===== config.mk =====
export PLATFORM = sky130hd
export DESIGN_NAME = master_input_ctrl_flat
export DESIGN_NICKNAME = d
export VERILOG_FILES = /design/src/rtl/tpu_ctrl_pkg.sv /design/src/rtl/master_input_ctrl_if.sv /design/src/rtl/master_input_ctrl_skew_addr_gen.sv /design/src/rtl/master_input_ctrl.sv /design/src/flat_wrapper.sv
export SDC_FILE = /design/constraint.sdc
export NUM_CORES = 1
export LEC_CHECK = 0
export CAP_MARGIN = 20
export CORE_UTILIZATION = 57
export CTS_CLUSTER_DIAMETER = 200
export DETAILED_ROUTE_END_ITERATION = 7
export PLACE_DENSITY = 0.85
export SLEW_MARGIN = 20
export SYNTH_ARGS = -nofsm -noshare
export SYNTH_HDL_FRONTEND = slang
export SYNTH_HIERARCHICAL = 1
export SYNTH_SLANG_ARGS = --single-unit
export TNS_END_PERCENT = 100

===== constraint.sdc =====
create_clock -name clk -period 6.6 [get_ports clk]
set_input_delay 1.32 -clock clk [delete_from_list [all_inputs] [get_ports clk]]
set_output_delay 1.32 -clock clk [all_outputs]
set_load 0.005 [all_outputs]

===== src/rtl/tpu_ctrl_pkg.sv =====
// Shared definitions for the TPU tile sequencers (master_input_ctrl and
// master_output_ctrl): the controller state enum and index-width helpers.
package tpu_ctrl_pkg;

    // Width of an index able to address n items; never narrower than one bit
    function automatic int idx_width(input int n);
        if (n > 1) begin
            return $clog2(n);
        end
        return 1;
    endfunction

    localparam int DEF_MAX_OUT_ROWS = 128;
    localparam int DEF_MAX_OUT_COLS = 128;
    localparam int DEF_SYS_ARR_ROWS = 16;
    localparam int DEF_SYS_ARR_COLS = 16;

    localparam int LANE_IDX_W = idx_width(DEF_SYS_ARR_ROWS);
    localparam int SUBM_ROW_W = idx_width(DEF_MAX_OUT_ROWS / DEF_SYS_ARR_ROWS);
    localparam int SUBM_COL_W = idx_width(DEF_MAX_OUT_COLS / DEF_SYS_ARR_COLS);

    typedef enum logic [2:0] {
        ST_IDLE    = 3'd0,
        ST_FEED    = 3'd1,
        ST_DRAIN   = 3'd2,
        ST_HANDOFF = 3'd3,
        ST_WAIT    = 3'd4
    } ctrl_state_e;

endpackage


===== src/rtl/master_input_ctrl_if.sv =====
// Tile request, input-buffer read bus and output-controller handshake of
// master_input_ctrl. The master modport is the sequencer's view.
interface master_input_ctrl_if
    import tpu_ctrl_pkg::*;
#(
    parameter int MAX_OUT_ROWS = 128,
    parameter int MAX_OUT_COLS = 128,
    parameter int SYS_ARR_ROWS = 16,
    parameter int SYS_ARR_COLS = 16,
    parameter int ADDR_WIDTH   = 8
) ();

    localparam int LANE_W = idx_width(SYS_ARR_ROWS);
    localparam int ROW_W  = idx_width(MAX_OUT_ROWS / SYS_ARR_ROWS);
    localparam int COL_W  = idx_width(MAX_OUT_COLS / SYS_ARR_COLS);

    logic                               start;
    logic [ADDR_WIDTH-1:0]              rd_base_addr;
    logic [LANE_W-1:0]                  vec_last;
    logic [LANE_W-1:0]                  lane_last;
    logic [ROW_W-1:0]                   submatrix_row_in;
    logic [COL_W-1:0]                   submatrix_col_in;
    logic                               out_done;

    logic [SYS_ARR_ROWS-1:0]            rd_en;
    logic [ADDR_WIDTH*SYS_ARR_ROWS-1:0] rd_addr;
    logic                               out_start;
    logic [LANE_W-1:0]                  out_rows_num;
    logic [ROW_W-1:0]                   submatrix_row_out;
    logic [COL_W-1:0]                   submatrix_col_out;
    logic                               done;

    modport master (
        input  start, rd_base_addr, vec_last, lane_last,
               submatrix_row_in, submatrix_col_in, out_done,
        output rd_en, rd_addr, out_start, out_rows_num,
               submatrix_row_out, submatrix_col_out, done
    );

    modport slave (
        output start, rd_base_addr, vec_last, lane_last,
               submatrix_row_in, submatrix_col_in, out_done,
        input  rd_en, rd_addr, out_start, out_rows_num,
               submatrix_row_out, submatrix_col_out, done
    );

endinterface


===== src/rtl/master_input_ctrl_skew_addr_gen.sv =====
// Combinational per-lane read enable/address generator. Lane i starts i
// cycles after lane 0 so activations enter the array diagonally skewed.
module skew_addr_gen
    import tpu_ctrl_pkg::*;
#(
    parameter int ADDR_WIDTH   = 8,
    parameter int SYS_ARR_ROWS = 16,
    parameter int LANE_W       = idx_width(SYS_ARR_ROWS),
    parameter int T_W          = LANE_W + 1
) (
    input  logic [T_W-1:0]                   t,
    input  logic [ADDR_WIDTH-1:0]            base,
    input  logic [LANE_W-1:0]                vec_last,
    input  logic [LANE_W-1:0]                lane_last,
    output logic [SYS_ARR_ROWS-1:0]          lane_en,
    output logic [ADDR_WIDTH*SYS_ARR_ROWS-1:0] lane_addr
);

    // Lane i streams vectors 0..vec_last during feed steps i..i+vec_last; address wraps
    always_comb begin
        lane_en   = '0;
        lane_addr = '0;
        for (int i = 0; i < SYS_ARR_ROWS; i++) begin
            if ((i <= int'(lane_last)) && (int'(t) >= i) &&
                (int'(t) <= i + int'(vec_last))) begin
                lane_en[i] = 1'b1;
                lane_addr[i*ADDR_WIDTH +: ADDR_WIDTH] = base + ADDR_WIDTH'(int'(t) - i);
            end
        end
    end

endmodule


===== src/rtl/master_input_ctrl.sv =====
// Tile sequencer in front of the systolic array: latches a tile descriptor,
// issues skewed per-lane input-buffer reads, waits for the array to drain,
// then hands the tile to the output controller and waits for it to finish.
module master_input_ctrl
    import tpu_ctrl_pkg::*;
#(
    parameter int MAX_OUT_ROWS = 128,
    parameter int MAX_OUT_COLS = 128,
    parameter int SYS_ARR_ROWS = 16,
    parameter int SYS_ARR_COLS = 16,
    parameter int ADDR_WIDTH   = 8,
    parameter int RD_LATENCY   = 1
) (
    input  logic                 clk,
    input  logic                 reset,
    master_input_ctrl_if.master  bus
);

    localparam int LANE_W       = idx_width(SYS_ARR_ROWS);
    localparam int T_W          = LANE_W + 1;
    localparam int ROW_W        = idx_width(MAX_OUT_ROWS / SYS_ARR_ROWS);
    localparam int COL_W        = idx_width(MAX_OUT_COLS / SYS_ARR_COLS);
    localparam int DRAIN_CYCLES = SYS_ARR_COLS + RD_LATENCY;
    localparam int DRAIN_W      = idx_width(DRAIN_CYCLES + 1);

    ctrl_state_e             state_q;
    ctrl_state_e             state_d;
    logic [T_W-1:0]          feed_cnt_q;
    logic [DRAIN_W-1:0]      drain_cnt_q;
    logic [ADDR_WIDTH-1:0]   base_q;
    logic [LANE_W-1:0]       vec_last_q;
    logic [LANE_W-1:0]       lane_last_q;
    logic [ROW_W-1:0]        sub_row_q;
    logic [COL_W-1:0]        sub_col_q;

    logic                    accept;
    logic [T_W-1:0]          feed_end;
    logic                    feed_last;
    logic                    drain_last;
    logic [SYS_ARR_ROWS-1:0] gen_en;
    logic [ADDR_WIDTH*SYS_ARR_ROWS-1:0] gen_addr;

    assign accept     = (state_q == ST_IDLE) && bus.start;
    assign feed_end   = {1'b0, vec_last_q} + {1'b0, lane_last_q};
    assign feed_last  = (feed_cnt_q == feed_end);
    assign drain_last = (drain_cnt_q == DRAIN_W'(DRAIN_CYCLES - 1));

    // State register; reset aborts any tile in flight
    always_ff @(posedge clk or negedge reset) begin
        if (!reset) begin
            state_q <= ST_IDLE;
        end else begin
            state_q <= state_d;
        end
    end

    // Next-state decode; start is only looked at in IDLE, so it never queues
    always_comb begin
        state_d = state_q;
        case (state_q)
            ST_IDLE:    if (bus.start)   state_d = ST_FEED;
            ST_FEED:    if (feed_last)   state_d = ST_DRAIN;
            ST_DRAIN:   if (drain_last)  state_d = ST_HANDOFF;
            ST_HANDOFF:                  state_d = ST_WAIT;
            ST_WAIT:    if (bus.out_done) state_d = ST_IDLE;
            default:                     state_d = ST_IDLE;
        endcase
    end

    // Feed step t and drain counter only run in their own state, else held at 0
    always_ff @(posedge clk or negedge reset) begin
        if (!reset) begin
            feed_cnt_q  <= '0;
            drain_cnt_q <= '0;
        end else begin
            feed_cnt_q  <= (state_q == ST_FEED)  ? feed_cnt_q + 1'b1  : '0;
            drain_cnt_q <= (state_q == ST_DRAIN) ? drain_cnt_q + 1'b1 : '0;
        end
    end

    // Descriptor is captured on acceptance and held until the next one
    always_ff @(posedge clk or negedge reset) begin
        if (!reset) begin
            base_q      <= '0;
            vec_last_q  <= '0;
            lane_last_q <= '0;
            sub_row_q   <= '0;
            sub_col_q   <= '0;
        end else if (accept) begin
            base_q      <= bus.rd_base_addr;
            vec_last_q  <= bus.vec_last;
            lane_last_q <= bus.lane_last;
            sub_row_q   <= bus.submatrix_row_in;
            sub_col_q   <= bus.submatrix_col_in;
        end
    end

    skew_addr_gen #(
        .ADDR_WIDTH   (ADDR_WIDTH),
        .SYS_ARR_ROWS (SYS_ARR_ROWS),
        .LANE_W       (LANE_W),
        .T_W          (T_W)
    ) u_skew_addr_gen (
        .t         (feed_cnt_q),
        .base      (base_q),
        .vec_last  (vec_last_q),
        .lane_last (lane_last_q),
        .lane_en   (gen_en),
        .lane_addr (gen_addr)
    );

    // Read bus is only live during FEED; everything here comes from registers
    assign bus.rd_en             = (state_q == ST_FEED) ? gen_en   : '0;
    assign bus.rd_addr           = (state_q == ST_FEED) ? gen_addr : '0;
    assign bus.out_start         = (state_q == ST_HANDOFF);
    assign bus.done              = (state_q == ST_IDLE);
    assign bus.out_rows_num      = vec_last_q;
    assign bus.submatrix_row_out = sub_row_q;
    assign bus.submatrix_col_out = sub_col_q;

endmodule


===== src/flat_wrapper.sv =====
// flat-port wrapper written by rule: the top's interface ports become plain ports
module master_input_ctrl_flat import tpu_ctrl_pkg::*;
#(
    parameter int MAX_OUT_ROWS = 128,
    parameter int MAX_OUT_COLS = 128,
    parameter int SYS_ARR_ROWS = 16,
    parameter int SYS_ARR_COLS = 16,
    parameter int ADDR_WIDTH   = 8,
    parameter int RD_LATENCY   = 1
)
  (clk, reset, bus_start, bus_rd_base_addr, bus_vec_last, bus_lane_last, bus_submatrix_row_in, bus_submatrix_col_in, bus_out_done, bus_rd_en, bus_rd_addr, bus_out_start, bus_out_rows_num, bus_submatrix_row_out, bus_submatrix_col_out, bus_done);
  master_input_ctrl_if #(.MAX_OUT_ROWS(MAX_OUT_ROWS), .MAX_OUT_COLS(MAX_OUT_COLS), .SYS_ARR_ROWS(SYS_ARR_ROWS), .SYS_ARR_COLS(SYS_ARR_COLS), .ADDR_WIDTH(ADDR_WIDTH)) bus_i ();
  input  logic clk;
  input  logic reset;
  input wire logic [$bits(bus_i.start)-1:0] bus_start;
  input wire logic [$bits(bus_i.rd_base_addr)-1:0] bus_rd_base_addr;
  input wire logic [$bits(bus_i.vec_last)-1:0] bus_vec_last;
  input wire logic [$bits(bus_i.lane_last)-1:0] bus_lane_last;
  input wire logic [$bits(bus_i.submatrix_row_in)-1:0] bus_submatrix_row_in;
  input wire logic [$bits(bus_i.submatrix_col_in)-1:0] bus_submatrix_col_in;
  input wire logic [$bits(bus_i.out_done)-1:0] bus_out_done;
  output wire logic [$bits(bus_i.rd_en)-1:0] bus_rd_en;
  output wire logic [$bits(bus_i.rd_addr)-1:0] bus_rd_addr;
  output wire logic [$bits(bus_i.out_start)-1:0] bus_out_start;
  output wire logic [$bits(bus_i.out_rows_num)-1:0] bus_out_rows_num;
  output wire logic [$bits(bus_i.submatrix_row_out)-1:0] bus_submatrix_row_out;
  output wire logic [$bits(bus_i.submatrix_col_out)-1:0] bus_submatrix_col_out;
  output wire logic [$bits(bus_i.done)-1:0] bus_done;
  assign bus_i.start = bus_start;
  assign bus_i.rd_base_addr = bus_rd_base_addr;
  assign bus_i.vec_last = bus_vec_last;
  assign bus_i.lane_last = bus_lane_last;
  assign bus_i.submatrix_row_in = bus_submatrix_row_in;
  assign bus_i.submatrix_col_in = bus_submatrix_col_in;
  assign bus_i.out_done = bus_out_done;
  assign bus_rd_en = bus_i.rd_en;
  assign bus_rd_addr = bus_i.rd_addr;
  assign bus_out_start = bus_i.out_start;
  assign bus_out_rows_num = bus_i.out_rows_num;
  assign bus_submatrix_row_out = bus_i.submatrix_row_out;
  assign bus_submatrix_col_out = bus_i.submatrix_col_out;
  assign bus_done = bus_i.done;
  master_input_ctrl #(.MAX_OUT_ROWS(MAX_OUT_ROWS), .MAX_OUT_COLS(MAX_OUT_COLS), .SYS_ARR_ROWS(SYS_ARR_ROWS), .SYS_ARR_COLS(SYS_ARR_COLS), .ADDR_WIDTH(ADDR_WIDTH), .RD_LATENCY(RD_LATENCY)) u_core (.clk(clk), .reset(reset), .bus(bus_i));
endmodule

### Word level (Yosys, flattened, before mapping)

Index checks and enable logic that the tools add are counted.

* word-level logic and storage cells: 187
* register bits: 35

* reduce and logical (&&, ||, !) cells: 33
* magnitude comparators: 46
* equal/unequal tests: 10
* multiplexer cells: 41
* add/subtract/negate cells: 49

Operators by type and width (count)
* two-way mux 128 bit: 1
* two-way mux 8 bit: 16
* adder 8 bit: 15
* less-or-equal comparator 5 bit: 15
* subtractor 5 x 4 -> 6 bit (second input constant): 8
* adder 4 x 4 -> 5 bit (first input constant): 8
* greater-or-equal comparator 5 x 4 -> 1 bit (second input constant): 8
* less-or-equal comparator 4 bit (first input constant): 8
* logical AND 1 bit: 31
* subtractor 5 x 3 -> 6 bit (second input constant): 4
* adder 3 x 4 -> 5 bit (first input constant): 4
* greater-or-equal comparator 5 x 3 -> 1 bit (second input constant): 4
* less-or-equal comparator 3 x 4 -> 1 bit (first input constant): 4
* two-way mux 1 bit: 16
* two-way mux 16 bit: 1
* case mux 3 bit (5 select lines): 1
* two-way mux 3 bit: 4
* subtractor 5 x 2 -> 6 bit (second input constant): 2
* adder 2 x 4 -> 5 bit (first input constant): 2
* adder 5 x 1 -> 5 bit (second input constant): 2
* greater-or-equal comparator 5 x 2 -> 1 bit (second input constant): 2
* two-way mux 5 bit: 2
* adder 8 x 5 -> 8 bit: 1
* less-or-equal comparator 2 x 4 -> 1 bit (first input constant): 2
* 15 further kinds: 18

### Logic depth before layout (Yosys ltp)

* word-level depth: 5
* depth in mapped cells: 14

### Modules after synthesis

The synthesis kept the hierarchy.

Modules (own cells, without submodules)
* skew_addr_gen: area each 6414.9 um^2, times used 1, seq. area each 0.0 um^2, cells each 913
* master_input_ctrl: area each 2556.2 um^2, times used 1, seq. area each 875.8 um^2, cells each 283

### Worst setup path after synthesis

OpenSTA, ideal clock, no wires.

* path kind: register to output
* from: register u_core.feed_cnt_q[4]
* to: output port bus_rd_addr[111]
* stages on the path, launching flop included: 14
* arrival: 3.370 ns
* required time: 5.280 ns
* path slack: 1.910 ns
* path through: dfrtp_1 > inv_2 > clkbuf_1 > ha_1 > a21oi_1 > inv_2 > a31oi_1 > ha_1 > a21o_1 > a41o_1 > a21oi_1 > xnor2_1 > and2_1 > and2_1

* longest elaborated chain between the ends: 5
* elaborated cells between the ends (all ways): 8
* classes of those cells: add/sub (2); order compare (2); mux (2); reduce/logical (2)

RTL lines
* start, declared: RTL line master_input_ctrl.sv:28 `logic [T_W-1:0] feed_cnt_q;`
* start signal, assigned: RTL line master_input_ctrl.sv:76 `feed_cnt_q <= (state_q == ST_FEED) ? feed_cnt_q + 1'b1 : '0;`
* branches (longest 3 deep; another with adder 8 bit)
* two-way mux 8 bit (*): RTL line master_input_ctrl_skew_addr_gen.sv:24 `if ((i <= int'(lane_last)) && (int'(t) >= i) &&`
* named net u_core.gen_addr[111]: RTL line master_input_ctrl.sv:41 `logic [ADDR_WIDTH*SYS_ARR_ROWS-1:0] gen_addr;`
* two-way mux 128 bit (*): RTL line master_input_ctrl.sv:114 `assign bus.rd_addr = (state_q == ST_FEED) ? gen_addr : '0;`
* end, declared: RTL line flat_wrapper.sv:23 `output wire logic [$bits(bus_i.rd_addr)-1:0] bus_rd_addr;`

Mark *: on every way through the listed nets, which the timed path passes.

### Worst setup path after layout

* from: register u_core.feed_cnt_q[0]
* to: output port bus_rd_addr[79]

Same word-level chain as after synthesis.

==> impl_metrics.toml <==
[sta]
fmax_mhz = 177.9
fin_ws_ns = 0.9791
slew_headroom_pct = 27.10
finalHoldViolCount = 0
setup_violations = 0
slew_violations = 0
period_minus_slack_ns = 5.621
rsz0062_at_grt = "no"
fin_crit_sh_pct = 85.16
max_slew.worst_pin.slew_ns = 1.094
skew_ns = 0.004078
setup_tns_ns = 0
worst_hold_slack_ns = 0.5053

[global_route]
track_usage_pct = 32.75
overflow = 0
antenna_found_initial = 0
grt_max_degree = 89
grt_pass1_wl_um = 42980
grt_pass1_vias = 8706

[clock_tree]
cts_setup_buffers = 0
cts_sinks = 35
clk_pin_slew_worst_paths_ns = 0.05
cts_root_buffer = "clkbuf_16"
cts_made_buffers = 5
cts.repair.resized = 0
worstSkewPairLatency_ns = 0.27
cts_max_path_buffers = 2
cts_hold_buf = 0
tritoncts = "yes"
htree_levels = 2

[routing]
wl_per_cell_um = 17.08
vias = 9085
ant_nets = 0
totalWireLength_um = 26750
drtPass1Iterations = 5
drt_iter0_drc = 709
drc_errors = 0
viasPerCell = 5.801

[finish]
drive_gt1_share_pct = 4.059
final_cell_mix = "clkdlybuf4s50_1, ha_1, and2_1"
design_area_sq_um = 11110
syn2layout_area_growth_pct = 23.79
layout_commonest_cell = "clkdlybuf4s50_1"
diodes = 0
fin_nets = 1557
utilization_pct = 72.78

[power_and_ir_drop]
power_frac_comb_pct = 86.8
p_per_area_nw_per_um2 = 550.0
power_switching_mw = 3.240
pwr-share-clk_pct = 3.4
power.internal_mw = 2.868
p_leak_nw = 5.034
switching_share_pct = 53.04
p_seq_share_pct = 9.7
ir_drop_mv = 0.3963

[worst_setup_path]
cp.required_ns = 5.28
worstReg2RegEnd = "u_core/state_q[1]"
cp_max_fo = 23
cp-startpoint = "u_core/feed_cnt_q[0]"
start_kind = "register"
critPathCapture = "bus_rd_addr[79]"
reg2regPathDepth = 5
r2r_start = "u_core/feed_cnt_q[3]"
cp_data_arrival_time_ns = 4.30
r2r_setup_slack_ns = 4.24
end_kind = "primary output"
critPathKind = "register to primary output"

[synth]
synthTopCellsByArea = "ha_1, and2_1, dfrtp_1"
syn_avg_cell_area_sq_um = 7.501
yosysTopAreaCell = "ha_1"
synth_fp_nets = 1397
netlist_instances = 1196
yosys_warnings = 6
ys_seq_area_share_pct = 9.763
synth_edf_count = 0
ys.flop_type = "dfrtp_1"
synth_top_area_share_pct = 23.71
syn_area_sq_um = 8971
ys_types = 58
synthArstFlopShare_pct = 100.0
ys_ff_latch = 35

[placement]
placed_area_sq_um = 10970
place.gp.congestion = 0.9132
hpwl_um = 20770
dp_slack_ns = 1.323
io_buffers = 181

[floorplan]
core_area_sq_um = 15260
die_area_sq_um = 16240
pin_count = 182
start_util_pct = 58.79
rows = 45
dieHeight_um = 127.5
die_w_um = 127.5

[min_path]
hp-class = "register to register"
min_path_cells = 1

[run_status]
status = "completed"

[job]
drv_cap = 0
==> layout make-up <==
| cell class | instances | area, sq um |
|---|---|---|
| fillers | 1226 | 4153 |
| multi-input cells | 1031 | 7609 |
| clock buffers | 6 | 128.9 |
| repair buffers | 190 | 1879 |
| well taps | 211 | 264.0 |
| inverters | 93 | 349.1 |
| flip-flops and latches | 35 | 875.8 |
==> cell usage after synthesis, types with 5 or more instances <==
cell      number
ha_1         170
and2_1       162
nor2_1       124
a21oi_1      103
inv_1         85
xnor2_1       76
xor2_1        44
o21ai_0       42
dfrtp_1       35
clkbuf_1      29
nor3_1        27
a21o_1        25
o21ai_1       23
mux2_2        22
nand2_1       22
o21a_1        20
nand3_1       19
nor2b_1       19
nand2b_1      12
o21bai_1      12
and3_1         9
a211oi_1       8
a21boi_0       8
a31oi_1        8
inv_2          8
nor3b_1        7
a311oi_1       5
buf_2          5
fa_1           5
o211ai_1       5
==> cells by family after synthesis <==
kind of cell / synth area share, %
and+or+nand+nor: 24.97
AOI/OAI and AO/OA: 20.45
adders and majority gates: 24.83
buffers and inverters: 5.523
xor gates and xnor gates: 11.72
DFF: 9.763
muxes: 2.762
==> worst min path at each step <==
stage / from / to / slack (ns)
5_1_grt: u_core/bus.submatrix_row_out[0] / u_core/bus.submatrix_row_out[0] / 0.52
6_report: u_core/bus.submatrix_row_out[1] / u_core/bus.submatrix_row_out[1] / 0.51
3_3_place_gp: u_core/drain_cnt_q[0] / u_core/drain_cnt_q[0] / 0.48
3_5_place_dp: u_core/bus.submatrix_row_out[0] / u_core/bus.submatrix_row_out[0] / 0.50
4_1_cts: u_core/drain_cnt_q[0] / u_core/drain_cnt_q[0] / 0.51
2_1_floorplan: u_core/drain_cnt_q[0] / u_core/drain_cnt_q[0] / 0.45
==> power groups by stage <==
| stage | clock [mW] | combinational [mW] | sequential (mW) |
|---|---|---|---|
| after floorplan | 0 | 3.78 | 0.466 |
| after global placement | 0 | 5.05 | 0.584 |
| after detailed placement | 0 | 5.19 | 0.597 |
| after CTS | 0.212 | 5.22 | 0.593 |
| after global routing | 0.220 | 5.84 | 0.616 |
| final | 0.210 | 5.30 | 0.594 |
==> sequential cells by signal, indices dropped and copies added (netlist names) <==
| name | cells |
|---|---|
| u_core/bus.submatrix_col_out | 3 |
| u_core/lane_last_q | 4 |
| u_core/bus.submatrix_row_out | 3 |
| u_core/bus.out_rows_num | 4 |
| u_core/feed_cnt_q | 5 |
| u_core/state_q | 3 |
| u_core/base_q | 8 |
| u_core/drain_cnt_q | 5 |
==> stage by stage <==
stage / std cells / power (mW)
CTS: 1566 / 6.028
detailed placement: 1560 / 5.788
global route: 1566 / 6.679
global placement: 1560 / 5.632
finish: 1566 / 6.108
floorplan: 1196 / 4.250
==> metal layers <==
layer / GRT usage, % / share of wire [%]
met1: 41.20 / 43
met2: 58.66 / 48
met3: 2.345 / 5.7
met4: 11.62 / 2.7
met5: 0 / 0
==> critical path: stages (launching register included) <==
cell and delay, ns:
dfrtp_1 0.84, inv_1 0.31, ha_1 0.44, inv_1 0.10
ha_1 0.28, a21o_1 0.18, a21o_1 0.25, a21o_1 0.21
o311a_1 0.30, or3_1 0.35, a21boi_1 0.14, and2_1 0.13
clkdlybuf4s50_1 0.49
No activity file was read; power rests on OpenSTA's default activity.
